## src/rtl/stream_pkg.sv

```systemverilog
// Shared types and default widths for the narrow-to-wide stream upsizer.
package stream_pkg;

  localparam int DEF_DATA_WIDTH = 8;
  localparam int DEF_DATA_RATIO = 4;
  localparam int DEF_OUT_DEPTH  = 4;

  localparam int LANE_IDX_W = $clog2(DEF_DATA_RATIO);
  localparam int FILL_W     = $clog2(DEF_OUT_DEPTH + 1);

  typedef struct packed {
    logic [DEF_DATA_RATIO-1:0][DEF_DATA_WIDTH-1:0] lanes;
    logic [DEF_DATA_RATIO-1:0]                     keep;
    logic                                          last;
  } beat_t;

  typedef enum logic {
    IDLE = 1'b0,
    FILL = 1'b1
  } pack_state_e;

  // Flattened width of one beat: lanes, keep mask and last flag.
  function automatic int beat_bits(input int ratio, input int width);
    return ratio * width + ratio + 1;
  endfunction

endpackage

```

## src/rtl/stream_fifo.sv

```systemverilog
// Generic first-word-fall-through register FIFO; rdata reads as zero while empty.
module stream_fifo #(
  parameter int WIDTH = 8,
  parameter int DEPTH = 4
) (
  input  logic                         clk,
  input  logic                         rst_n,
  input  logic                         push,
  input  logic                         pop,
  input  logic [WIDTH-1:0]             wdata,
  output logic [WIDTH-1:0]             rdata,
  output logic [$clog2(DEPTH+1)-1:0]   count,
  output logic                         full,
  output logic                         empty
);

  localparam int AW = (DEPTH > 1) ? $clog2(DEPTH) : 1;
  localparam int CW = $clog2(DEPTH + 1);

  logic [WIDTH-1:0] mem_r [DEPTH];
  logic [AW-1:0]    wptr_r;
  logic [AW-1:0]    rptr_r;
  logic [CW-1:0]    count_r;
  logic             do_push_s;
  logic             do_pop_s;

  assign full      = (count_r == CW'(DEPTH));
  assign empty     = (count_r == CW'(0));
  assign count     = count_r;
  assign do_push_s = push && !full;
  assign do_pop_s  = pop && !empty;
  assign rdata     = empty ? '0 : mem_r[rptr_r];

  // Storage write; pointers wrap naturally because DEPTH is a power of two.
  always_ff @(posedge clk) begin
    if (do_push_s) begin
      mem_r[wptr_r] <= wdata;
    end
  end

  // Pointer and occupancy registers.
  always_ff @(posedge clk) begin
    if (!rst_n) begin
      wptr_r  <= '0;
      rptr_r  <= '0;
      count_r <= '0;
    end else begin
      if (do_push_s) begin
        wptr_r <= wptr_r + AW'(1);
      end
      if (do_pop_s) begin
        rptr_r <= rptr_r + AW'(1);
      end
      if (do_push_s && !do_pop_s) begin
        count_r <= count_r + CW'(1);
      end else if (do_pop_s && !do_push_s) begin
        count_r <= count_r - CW'(1);
      end
    end
  end

endmodule

```

## src/rtl/stream_upsize_pack.sv

```systemverilog
// Packs narrow stream words into wide beats queued in an output FIFO.
// Optional idle-timeout flush of a partial beat: define STREAM_UPSIZE_FLUSH_EN.
module stream_upsize_pack
  import stream_pkg::*;
#(
  parameter int T_DATA_WIDTH   = DEF_DATA_WIDTH,
  parameter int T_DATA_RATIO   = DEF_DATA_RATIO,
  parameter int OUT_DEPTH      = DEF_OUT_DEPTH,
  parameter int TIMEOUT_CYCLES = 16
) (
  input  logic                                      clk,
  input  logic                                      rst_n,
  input  logic [T_DATA_WIDTH-1:0]                   s_data_i,
  input  logic                                      s_last_i,
  input  logic                                      s_valid_i,
  output logic                                      s_ready_o,
  output logic [T_DATA_RATIO-1:0][T_DATA_WIDTH-1:0] m_data_o,
  output logic [T_DATA_RATIO-1:0]                   m_keep_o,
  output logic                                      m_last_o,
  output logic                                      m_valid_o,
  input  logic                                      m_ready_i,
  output logic [$clog2(OUT_DEPTH+1)-1:0]            fill_level_o
);

  localparam int IDX_W  = (T_DATA_RATIO > 1) ? $clog2(T_DATA_RATIO) : 1;
  localparam int BEAT_W = beat_bits(T_DATA_RATIO, T_DATA_WIDTH);

  typedef logic [T_DATA_RATIO-1:0][T_DATA_WIDTH-1:0] lanes_t;

  if (T_DATA_RATIO < 2 || OUT_DEPTH < 2 || TIMEOUT_CYCLES < 1) begin : g_bad_cfg
    $error("stream_upsize_pack: unsupported parameter set");
  end

  pack_state_e             state_r, state_s;
  logic [IDX_W-1:0]        idx_r, idx_s;
  lanes_t                  lanes_r, lanes_s, lanes_cur_s;
  logic [T_DATA_RATIO-1:0] keep_r, keep_s, keep_cur_s;
  logic                    accept_s;
  logic                    flush_s;
  logic                    push_s;
  logic [BEAT_W-1:0]       push_data_s;
  logic [BEAT_W-1:0]       rdata_s;
  logic                    full_s;
  logic                    empty_s;

  assign s_ready_o = !full_s;
  assign m_valid_o = !empty_s;
  assign accept_s  = s_valid_i && s_ready_o;
  assign {m_data_o, m_keep_o, m_last_o} = rdata_s;

  // Packer next state: an accepted word always wins over a timeout flush.
  always_comb begin
    lanes_cur_s         = lanes_r;
    keep_cur_s          = keep_r;
    lanes_cur_s[idx_r]  = s_data_i;
    keep_cur_s[idx_r]   = 1'b1;
    state_s             = state_r;
    idx_s               = idx_r;
    lanes_s             = lanes_r;
    keep_s              = keep_r;
    push_s              = 1'b0;
    push_data_s         = {lanes_r, keep_r, 1'b0};
    if (accept_s) begin
      if (idx_r == IDX_W'(T_DATA_RATIO - 1) || s_last_i) begin
        push_s      = 1'b1;
        push_data_s = {lanes_cur_s, keep_cur_s, s_last_i};
        state_s     = IDLE;
        idx_s       = '0;
        lanes_s     = '0;
        keep_s      = '0;
      end else begin
        state_s = FILL;
        idx_s   = idx_r + IDX_W'(1);
        lanes_s = lanes_cur_s;
        keep_s  = keep_cur_s;
      end
    end else if (flush_s) begin
      push_s  = 1'b1;
      state_s = IDLE;
      idx_s   = '0;
      lanes_s = '0;
      keep_s  = '0;
    end else begin
      state_s = state_r;
    end
  end

  // Packer registers.
  always_ff @(posedge clk) begin
    if (!rst_n) begin
      state_r <= IDLE;
      idx_r   <= '0;
      lanes_r <= '0;
      keep_r  <= '0;
    end else begin
      state_r <= state_s;
      idx_r   <= idx_s;
      lanes_r <= lanes_s;
      keep_r  <= keep_s;
    end
  end

`ifdef STREAM_UPSIZE_FLUSH_EN
  localparam int CNT_W = $clog2(TIMEOUT_CYCLES + 1);
  logic [CNT_W-1:0] idle_cnt_r;

  // Idle timer for a partial beat; it saturates while a flush waits for FIFO space.
  always_ff @(posedge clk) begin
    if (!rst_n || accept_s || push_s || state_r != FILL) begin
      idle_cnt_r <= '0;
    end else if (idle_cnt_r != CNT_W'(TIMEOUT_CYCLES - 1)) begin
      idle_cnt_r <= idle_cnt_r + CNT_W'(1);
    end
  end

  assign flush_s = (state_r == FILL) && (idle_cnt_r == CNT_W'(TIMEOUT_CYCLES - 1)) && !full_s;
`else
  assign flush_s = 1'b0;
`endif

  stream_fifo #(
    .WIDTH (BEAT_W),
    .DEPTH (OUT_DEPTH)
  ) u_fifo (
    .clk   (clk),
    .rst_n (rst_n),
    .push  (push_s),
    .pop   (m_valid_o && m_ready_i),
    .wdata (push_data_s),
    .rdata (rdata_s),
    .count (fill_level_o),
    .full  (full_s),
    .empty (empty_s)
  );

endmodule

```

## config.mk

```make
export PLATFORM = sky130hd
export DESIGN_NAME = stream_upsize_pack
export DESIGN_NICKNAME = d
export VERILOG_FILES = /design/src/rtl/stream_pkg.sv /design/src/rtl/stream_fifo.sv /design/src/rtl/stream_upsize_pack.sv
export SDC_FILE = /design/constraint.sdc
export NUM_CORES = 1
export LEC_CHECK = 0
export BUFFER_PORTS_ARGS = -buffer_cell sky130_fd_sc_hd__clkbuf_2
export CORE_MARGIN = 2
export CORE_UTILIZATION = 64
export CTS_BUF_LIST = sky130_fd_sc_hd__clkbuf_16
export DETAILED_ROUTE_END_ITERATION = 10
export GPL_TIMING_DRIVEN = 1
export MAX_ROUTING_LAYER = met4
export PLACE_DENSITY = 0.85
export SLEW_MARGIN = 15
export SYNTH_ARGS = -nofsm -noshare
export SYNTH_HDL_FRONTEND = slang
export SYNTH_SLANG_ARGS = --single-unit
```

## constraint.sdc

```tcl
create_clock -name clk -period 6.1 [get_ports clk]
set_input_delay 0.915 -clock clk [delete_from_list [all_inputs] [get_ports clk]]
set_output_delay 0.915 -clock clk [all_outputs]
set_load 0.005 [all_outputs]
```

# Yosys cells after proc, flatten, opt, wreduce, memory -nomap -nowiden
# Memory sizes are Yosys's and may differ from the RTL's. A register that Yosys moved wholly into a read port is not among the register bits.
# Cells that the tools add are included.
# classes
mux,19
eq_ne,2
n_addsub,5
bitwise,1
n_lt_le_gt_ge,2
n_reduce_logical,14
# ops
operator,n
two-way mux 37 bit,3
bitwise mux 32 bit,1
two-way mux 32 bit,1
demux 8 bit (select 2 bit),1
two-way mux 8 bit,1
logical AND 1 bit,7
adder 2 x 1 -> 2 bit (second input constant),3
two-way mux 2 bit,3
two-way mux 3 bit,2
two-way mux 1 bit,5
zero test 1 bit,4
two-way mux 4 bit,1
bitwise OR 4 bit,1
adder 3 x 1 -> 3 bit (second input constant),1
equality test 3 bit (second input constant),1
zero test 3 bit,1
less-than comparator 2 x 3 -> 1 bit (second input constant),1
subtractor 3 x 1 -> 3 bit (second input constant),1
demux 1 bit (select 2 bit),1
equality test 2 bit (second input constant),1
greater-or-equal comparator 2 x 1 -> 1 bit (second input constant),1
nonzero test 2 bit,1
logical OR 1 bit,1
# word_totals
memories,1
inputBits,13
register_bits,45
ram_bits,148
word_cells,53
# mem_list
name,words,word_bits,read_ports,rd_clocked_by_memory_dff,wr,line_no,source
u_fifo.mem_r,4,37,1,1,1,stream_fifo.sv:20,logic [WIDTH-1:0] mem_r [DEPTH];

# Longest topological paths before layout
# Gate-level depths: netlist of run 1.
# logic_depth
word_depth,9
mapped_depth,9

# By module
# A second synthesis of run 1 with hierarchy kept.
# hier_totals
hier_cells,496
hier_area_um2,8110.3
# by_module_without_submodules
module,area_each_um2,seq_area_each_um2,n_inst,cells_each
stream_fifo,6062.1,4624.4,1,283
stream_upsize_pack,2048.2,760.7,1,213

# Worst setup path before layout of run 1
# OpenSTA, ideal clock, no wires.
# synth_timing
path_kind,input to register
from,input s_valid_i
to,"memory u_fifo.mem_r[0][0] (netlist bit), enable pin"
t_arrival_ps,2345
cell_stages,4
slack_ps,3357
n_path_buf,2
t_required_ps,5702
path_cell_list,buf_2 o21a_1 buf_2 and3_1
# synth_via
elab_chain_len,5
# synth_rtl
item,line_no,source
from (decl),stream_upsize_pack.sv:15,"input logic s_valid_i,"
logical AND 1 bit,stream_upsize_pack.sv:48,assign accept_s = s_valid_i && s_ready_o;
two-way mux 1 bit,stream_upsize_pack.sv:63,if (accept_s) begin
logical AND 1 bit,stream_fifo.sv:30,assign do_push_s = push && !full;
two-way mux 1 bit,stream_fifo.sv:36,if (do_push_s) begin
two-way mux 1 bit (implied by the code),stream_fifo.sv:37,mem_r[wptr_r] <= wdata;
to (decl),stream_fifo.sv:20,
# Every way passes these cells.

# Worst setup path in the final report of run 1
# layout_timing
from,input s_valid_i
to,"memory u_fifo.mem_r[0][25] (netlist bit), enable pin"
# The elaborated chain is that of the path after synthesis.

==> flow_summary.toml, run 1 <==
[detailed_routing]
drt_drc_violations_left = 0
first_iter_violations = 600
detail_route_antenna_nets = 0
post_drt_via_cell_ratio = 6.33
vias = 4694
aggregate_routed_wire_length_mm = 16.4
wl_per_cell_um = 22.1
drtPass1Iterations = 6

[logic_synthesis]
synth_async_sr_flop_share_pct = 0
netlist_area_um2 = 8000
synth.area.top_cells = "edfxtp_1, dfxtp_1, mux4_2, mux2_2, nor2b_1"
synth-warning-count = 0
synth_cells = 511
synth_top_cell_area_share_pct = 55.6
syn_area_per_cell_um2 = 15.7
synth-seq-cells = 195
synth_enable_flop_cells = 148
commonest_register_cell_after_synthesis = "edfxtp_1"
ys_types = 35
leading_cell_type_by_number_of_instances_after_synthesis = "edfxtp_1"
yosysSeqAreaShare_pct = 67.3
net_count_of_the_mapped_netlist = 534
leading_area_contributor_after_synthesis = "edfxtp_1"
netlist_top_cells_count = "edfxtp_1, dfxtp_1, nor2b_1"

[timing]
tns_ns = 0
setup-violations-final = 0
timing_worst_slew_pin_value_ns = 0.961
hold_viol = 0
grt_setup_unrepaired = "false"
fin_crit_ns = 3.29
achievable-frequency_mhz = 304
maxSlewHeadroom_pct = 35.9
slew_viol_final = 0
min_period_over_period_pct = 53.9
clock-skew-final_ns = 0.00525

[floorplanning]
die_width_um = 116
dieArea_um2 = 13400
area_of_the_core_um2 = 12100
floorplan.die.height_um = 116
num_rows = 40
initial_core_util_pct = 66.0
ios = 55

[job]
maxCapViolCount = 0

[critical_path]
path_max_fanout = 43
worst_ep_arrival_time_ns = 3.38
endpoint_kind = "flip-flop"
setup.worst_path.start_class = "input port"
worstRegToRegCells = 4
r2r-start = "idx_r[0]$_SDFFE_PN0N_"
worst_ep_required_time_ns = 6.19
setup.worst_path.class = "input port to flip-flop"
regToRegEndpoint = "u_fifo.mem_r[0][25]$_DFFE_PP_"
timing.reg2reg.setup_slack_ns = 3.03

[global_route]
first_global_vias = 4761
pin_count_of_the_biggest_net_entering_global_routing = 47
first_pass_grt_wire_length_mm = 25.9
antenna_found_initial = 0
grt_usage_pct = 27.4
grt_residual_overflow = 0

[power_and_ir_drop]
p_clk_share_pct = 33.4
switching_share_of_total_power_pct = 26.2
report.power.total_mw = 3.55
power.density_cell_area_nw_per_um2 = 393
p_leak_nw = 3.19
internal-power_mw = 2.62
worst_ir_drop_vdd_mv = 0.276
power.sequential.fraction_pct = 43.6
switching_power_mw = 0.929
pwr-share-comb_pct = 23.0

[cts]
cts_root_buffer = "clkbuf_16"
path_clk_slew_ns = 0.07
cts_resized = 0
cts_tree = "yes"
max-clock-path-buffers = 2
cts-hold-fix-buffers = 0
cts_made_buffers = 17
clock_sink_count = 195
post-cts-setup-buffer-count = 0
htree_num_levels = 4
clk_latency_ns = 0.43

[run_status]
status = "finished, final reports clean"

[cells_and_area]
finalCoreUtilization_pct = 74.6
area_growth_syn_to_layout_pct = 13.0
fraction_of_final_layout_cells_sized_beyond_drive_strength_1_pct = 28.0
fin_nets = 584
antenna_cells = 0
final-instance-count-excl-fill = 742
layout.cell_area.non_filler_um2 = 9040

[placement]
place.detailed.hpwl_mm = 9.81
port-buffer-count = 54
dpl-instance-area_um2 = 8400
gp_congestion = 0.858
place.detailed.instances = 710

[hold_path]
holdCritStartpoint = "keep_r[3]$_SDFFE_PN0N_"
holdCritPathClass = "flip-flop to flip-flop"
worst_hold_path.endpoint = "keep_r[3]$_SDFFE_PN0N_"
min_delay_path_depth = 2
placed cells by master (no fill, tap or decap), drive strengths merged, types with 22 or more instances in the layout:
cell type / count
nor2b: 38
mux2: 24
dfxtp: 47
mux4: 37
a21oi: 35
nand4: 32
edfxtp: 148
clkbuf: 71
o21ai: 38
nand2: 22
flip-flops by register name, summed over array words and instances (netlist names), named ones only:
name           cells
idx_r              2
keep_r             4
lanes_r           32
u_fifo.count       3
u_fifo.mem_r     148
u_fifo.rptr_r      2
u_fifo.wptr_r      2
cell type report:
type	instances	area, um^2
tap	168	210
sequential	195	5390
clock inverter	15	213
clock buffer	17	425
fill	693	3070
timing repair buffer	64	345
inverter	11	43.8
multi-input combinational	272	2410
worst max path at each step:
stage                         start                             to  slack [ns]
after floorplan           s_valid_i   u_fifo.mem_r[0][0]$_DFFE_PP_        3.36
after global placement    s_valid_i  u_fifo.mem_r[1][14]$_DFFE_PP_        2.49
after detailed placement  s_valid_i  u_fifo.mem_r[2][34]$_DFFE_PP_        2.44
after CTS                 s_valid_i  u_fifo.mem_r[0][25]$_DFFE_PP_        2.87
after global routing      s_valid_i  u_fifo.mem_r[0][25]$_DFFE_PP_        2.71
final                     s_valid_i  u_fifo.mem_r[0][25]$_DFFE_PP_        2.81
power groups by stage:
| stage | Combinational, mW | Sequential (mW) | Clock [mW] |
|---|---|---|---|
| 2_1_floorplan | 0.575 | 1.56 | 0 |
| 3_5_place_dp | 0.819 | 1.58 | 0 |
| 5_1_grt | 0.890 | 1.56 | 1.25 |
| 3_3_place_gp | 0.789 | 1.57 | 0 |
| 4_1_cts | 0.826 | 1.55 | 1.19 |
| 6_report | 0.816 | 1.55 | 1.19 |
cells by family (layout without fill, tap and decap cells):
kind of cell,Yosys count,in the layout,share of synthesized area (%)
compound gates,78,78,5.08
xor+xnor,3,3,0.329
fa+ha+maj,10,10,1.66
buf+inv,44,107,2.55
flops,195,195,67.3
mux,65,65,14.3
simple gates,116,116,8.75
stage by stage:
step | hold WS [ns] | worst slack, ns
floorplan | 0.409 | 3.36
global placement | 0.420 | 2.49
detailed placement | 0.431 | 2.44
CTS | 0.443 | 2.87
global route | 0.459 | 2.71
finish | 0.448 | 2.81
worst max-delay path: stages:
cell and delay [ns]:
clkbuf_2 0.62, o21a_1 0.48, and3_1 0.86, buf_4 0.48
layer usage:
| layer | vias to the layer above | GRT usage (%) | wire [um] |
|---|---|---|---|
| met5 | - | - | 0 |
| li1 | 2072 | - | - |
| met2 | 222 | 42.8 | 8220 |
| met1 | 2365 | 35.8 | 6540 |
| met3 | 35 | 6.49 | 1250 |
| met4 | 0 | 9.68 | 356 |
Note: power is estimated with default switching activity, not from simulation.
==> run 2, diff against run 1 <==
Settings changed: CORE_UTILIZATION 64 to 60, PLACE_DENSITY 0.85 to 0.8.
Clock period 6.1 ns to 3.5 ns, I/O delays scaled along.
==> run 2 against run 1 <==
Sequential power up 77%. Final cell count up 1.6%. Routed wire length down 6.4%. Setup slack worse by 2.1 ns. Hold slack worse by 0.0041 ns. First-iteration DRC count down 30%. Sequential share of layout area down 0.34 points. Utilization down 5.4 points. Clock skew up 0.0015 ns. Flip-flop and latch count unchanged. Global-route usage down 3.9 points. Largest cell class unchanged. Largest power group unchanged.
==> flow_summary.toml, run 2 (synthesized netlist as in run 1, its figures left out) <==
[run_status]
status = "finished, final reports clean"

[placement]
gp_congestion = 0.819
port-buffer-count = 54
place.detailed.hpwl_mm = 9.15

[timing]
slew_viol_final = 0
achievable-frequency_mhz = 363
hold_viol = 0
fin_crit_ns = 2.75
grt_setup_unrepaired = "false"
hold_ws_ns = 0.444
tns_ns = 0
maxSlewHeadroom_pct = 62.4
timing_worst_slew_pin_value_ns = 0.564
setup-violations-final = 0
min_period_over_period_pct = 78.6
clock-skew-final_ns = 0.00674

[cells_and_area]
antenna_cells = 0
area_growth_syn_to_layout_pct = 13.7
commonest_non_fill_non_tap_cells_in_the_layout = "edfxtp_1, clkbuf_2, dfxtp_1, nor2b_1"
max_flop_register = "u_fifo.mem_r"
largest_register_ffs = 148
fraction_of_final_layout_cells_sized_beyond_drive_strength_1_pct = 28.7
final.fill_count = 842
largest_registers = "u_fifo.mem_r x148, lanes_r x32, keep_r x4"
fin_nets = 588
layout_commonest_cell = "edfxtp_1"

[detailed_routing]
post_drt_via_cell_ratio = 6.09
drtPass1Iterations = 5
detail_route_antenna_nets = 0
first_iter_violations = 421
drt_drc_violations_left = 0
wl_per_cell_um = 20.3
vias = 4591
aggregate_routed_wire_length_mm = 15.3

[critical_path]
path_max_fanout = 23
setup.worst_path.start_class = "flip-flop"
endpoint_kind = "primary output"
worstRegToRegCells = 9
worst_ep_arrival_time_ns = 2.23
worst_ep_required_time_ns = 2.97
setup.worst_path.class = "flip-flop to primary output"

[global_route]
grtUsageMet1_pct = 30.5
first_pass_grt_wire_length_mm = 24.5
grt_residual_overflow = 0
grt_util_met3_pct = 4.36
grt_usage_pct = 23.5
first_global_vias = 4609
pin_count_of_the_biggest_net_entering_global_routing = 47
grt_busiest_layer = "met2"
globalRouteMet2Util_pct = 36.4
antenna_found_initial = 0

[cts]
htree_num_levels = 4
post-cts-setup-buffer-count = 0
clock_sink_count = 195
cts_tree = "yes"
max-clock-path-buffers = 2
clk_latency_ns = 0.43
path_clk_slew_ns = 0.07
cts_made_buffers = 17
cts_root_buffer = "clkbuf_16"
cts-hold-fix-buffers = 0
cts_resized = 0

[floorplanning]
initial_core_util_pct = 60.9
ios = 55
die_width_um = 119
num_rows = 42
area_of_the_core_um2 = 13100
floorplan.die.height_um = 119
dieArea_um2 = 14300

[power_and_ir_drop]
power.density_cell_area_nw_per_um2 = 678
report.power.total_mw = 6.16
worst_ir_drop_vdd_mv = 0.548
p_leak_nw = 3.21

[hold_path]
holdCritPathClass = "flip-flop to flip-flop"
min_delay_path_depth = 2

[job]
maxCapViolCount = 0
[run 2: final cells by class]
type / count / area (um^2) / area share (%)
Tap cell: 176 / 220 / 2.42
Sequential cell: 195 / 5390 / 59.3
Timing Repair Buffer: 68 / 388 / 4.27
Clock inverter: 15 / 213 / 2.34
Multi-Input combinational cell: 272 / 2410 / 26.6
Clock buffer: 17 / 425 / 4.68
Inverter: 11 / 43.8 / 0.482
[run 2: final timing paths]
| path | startpoint | endpoint | slack, ns |
|---|---|---|---|
| min | keep_r[3]$_SDFFE_PN0N_ | keep_r[3]$_SDFFE_PN0N_ | 0.44 |
| min reg2reg | keep_r[3]$_SDFFE_PN0N_ | keep_r[3]$_SDFFE_PN0N_ | 0.44 |
| max reg2reg | idx_r[0]$_SDFFE_PN0N_ | u_fifo.count[2]$_SDFFE_PN0P_ | 0.78 |
| max | flip-flop | m_last_o | 0.75 |
[run 2: routing by layer]
| metal | up-vias | share of wire [%] |
|---|---|---|
| li1 | 2083 | - |
| met1 | 2307 | 42 |
| met2 | 174 | 50 |
| met3 | 27 | 5.3 |
| met4 | 0 | 2.2 |
| met5 | - | 0 |
[run 2: power by group]
part | leakage (nW) | internal [mW] | total, mW | switching, mW
Combinational | 1.12 | 0.686 | 1.35 | 0.665
Sequential | 1.79 | 2.63 | 2.74 | 0.111
Clock | 0.304 | 1.26 | 2.07 | 0.811
Total | 3.21 | 4.58 | 6.16 | 1.59
[run 2: stage by stage]
stage | worst slack [ns] | cell area [um^2] | utilization (%) | instances
after floorplan | 1.15 | 8000 | - | 511
after global placement | 0.979 | 8450 | 64.3 | 722
after detailed placement | 0.860 | 8450 | 64.3 | 722
after CTS | 0.645 | 9090 | 69.2 | 754
after global routing | 0.548 | 9090 | 69.2 | 754
final | 0.748 | 9090 | 69.2 | 754
[run 2: worst max-delay path, stage by stage (launching register included)]
cell      delay (ns)
dfxtp_2         0.69
buf_12          0.29
mux4_2          0.53
nor2b_1         0.14
clkbuf_2        0.13
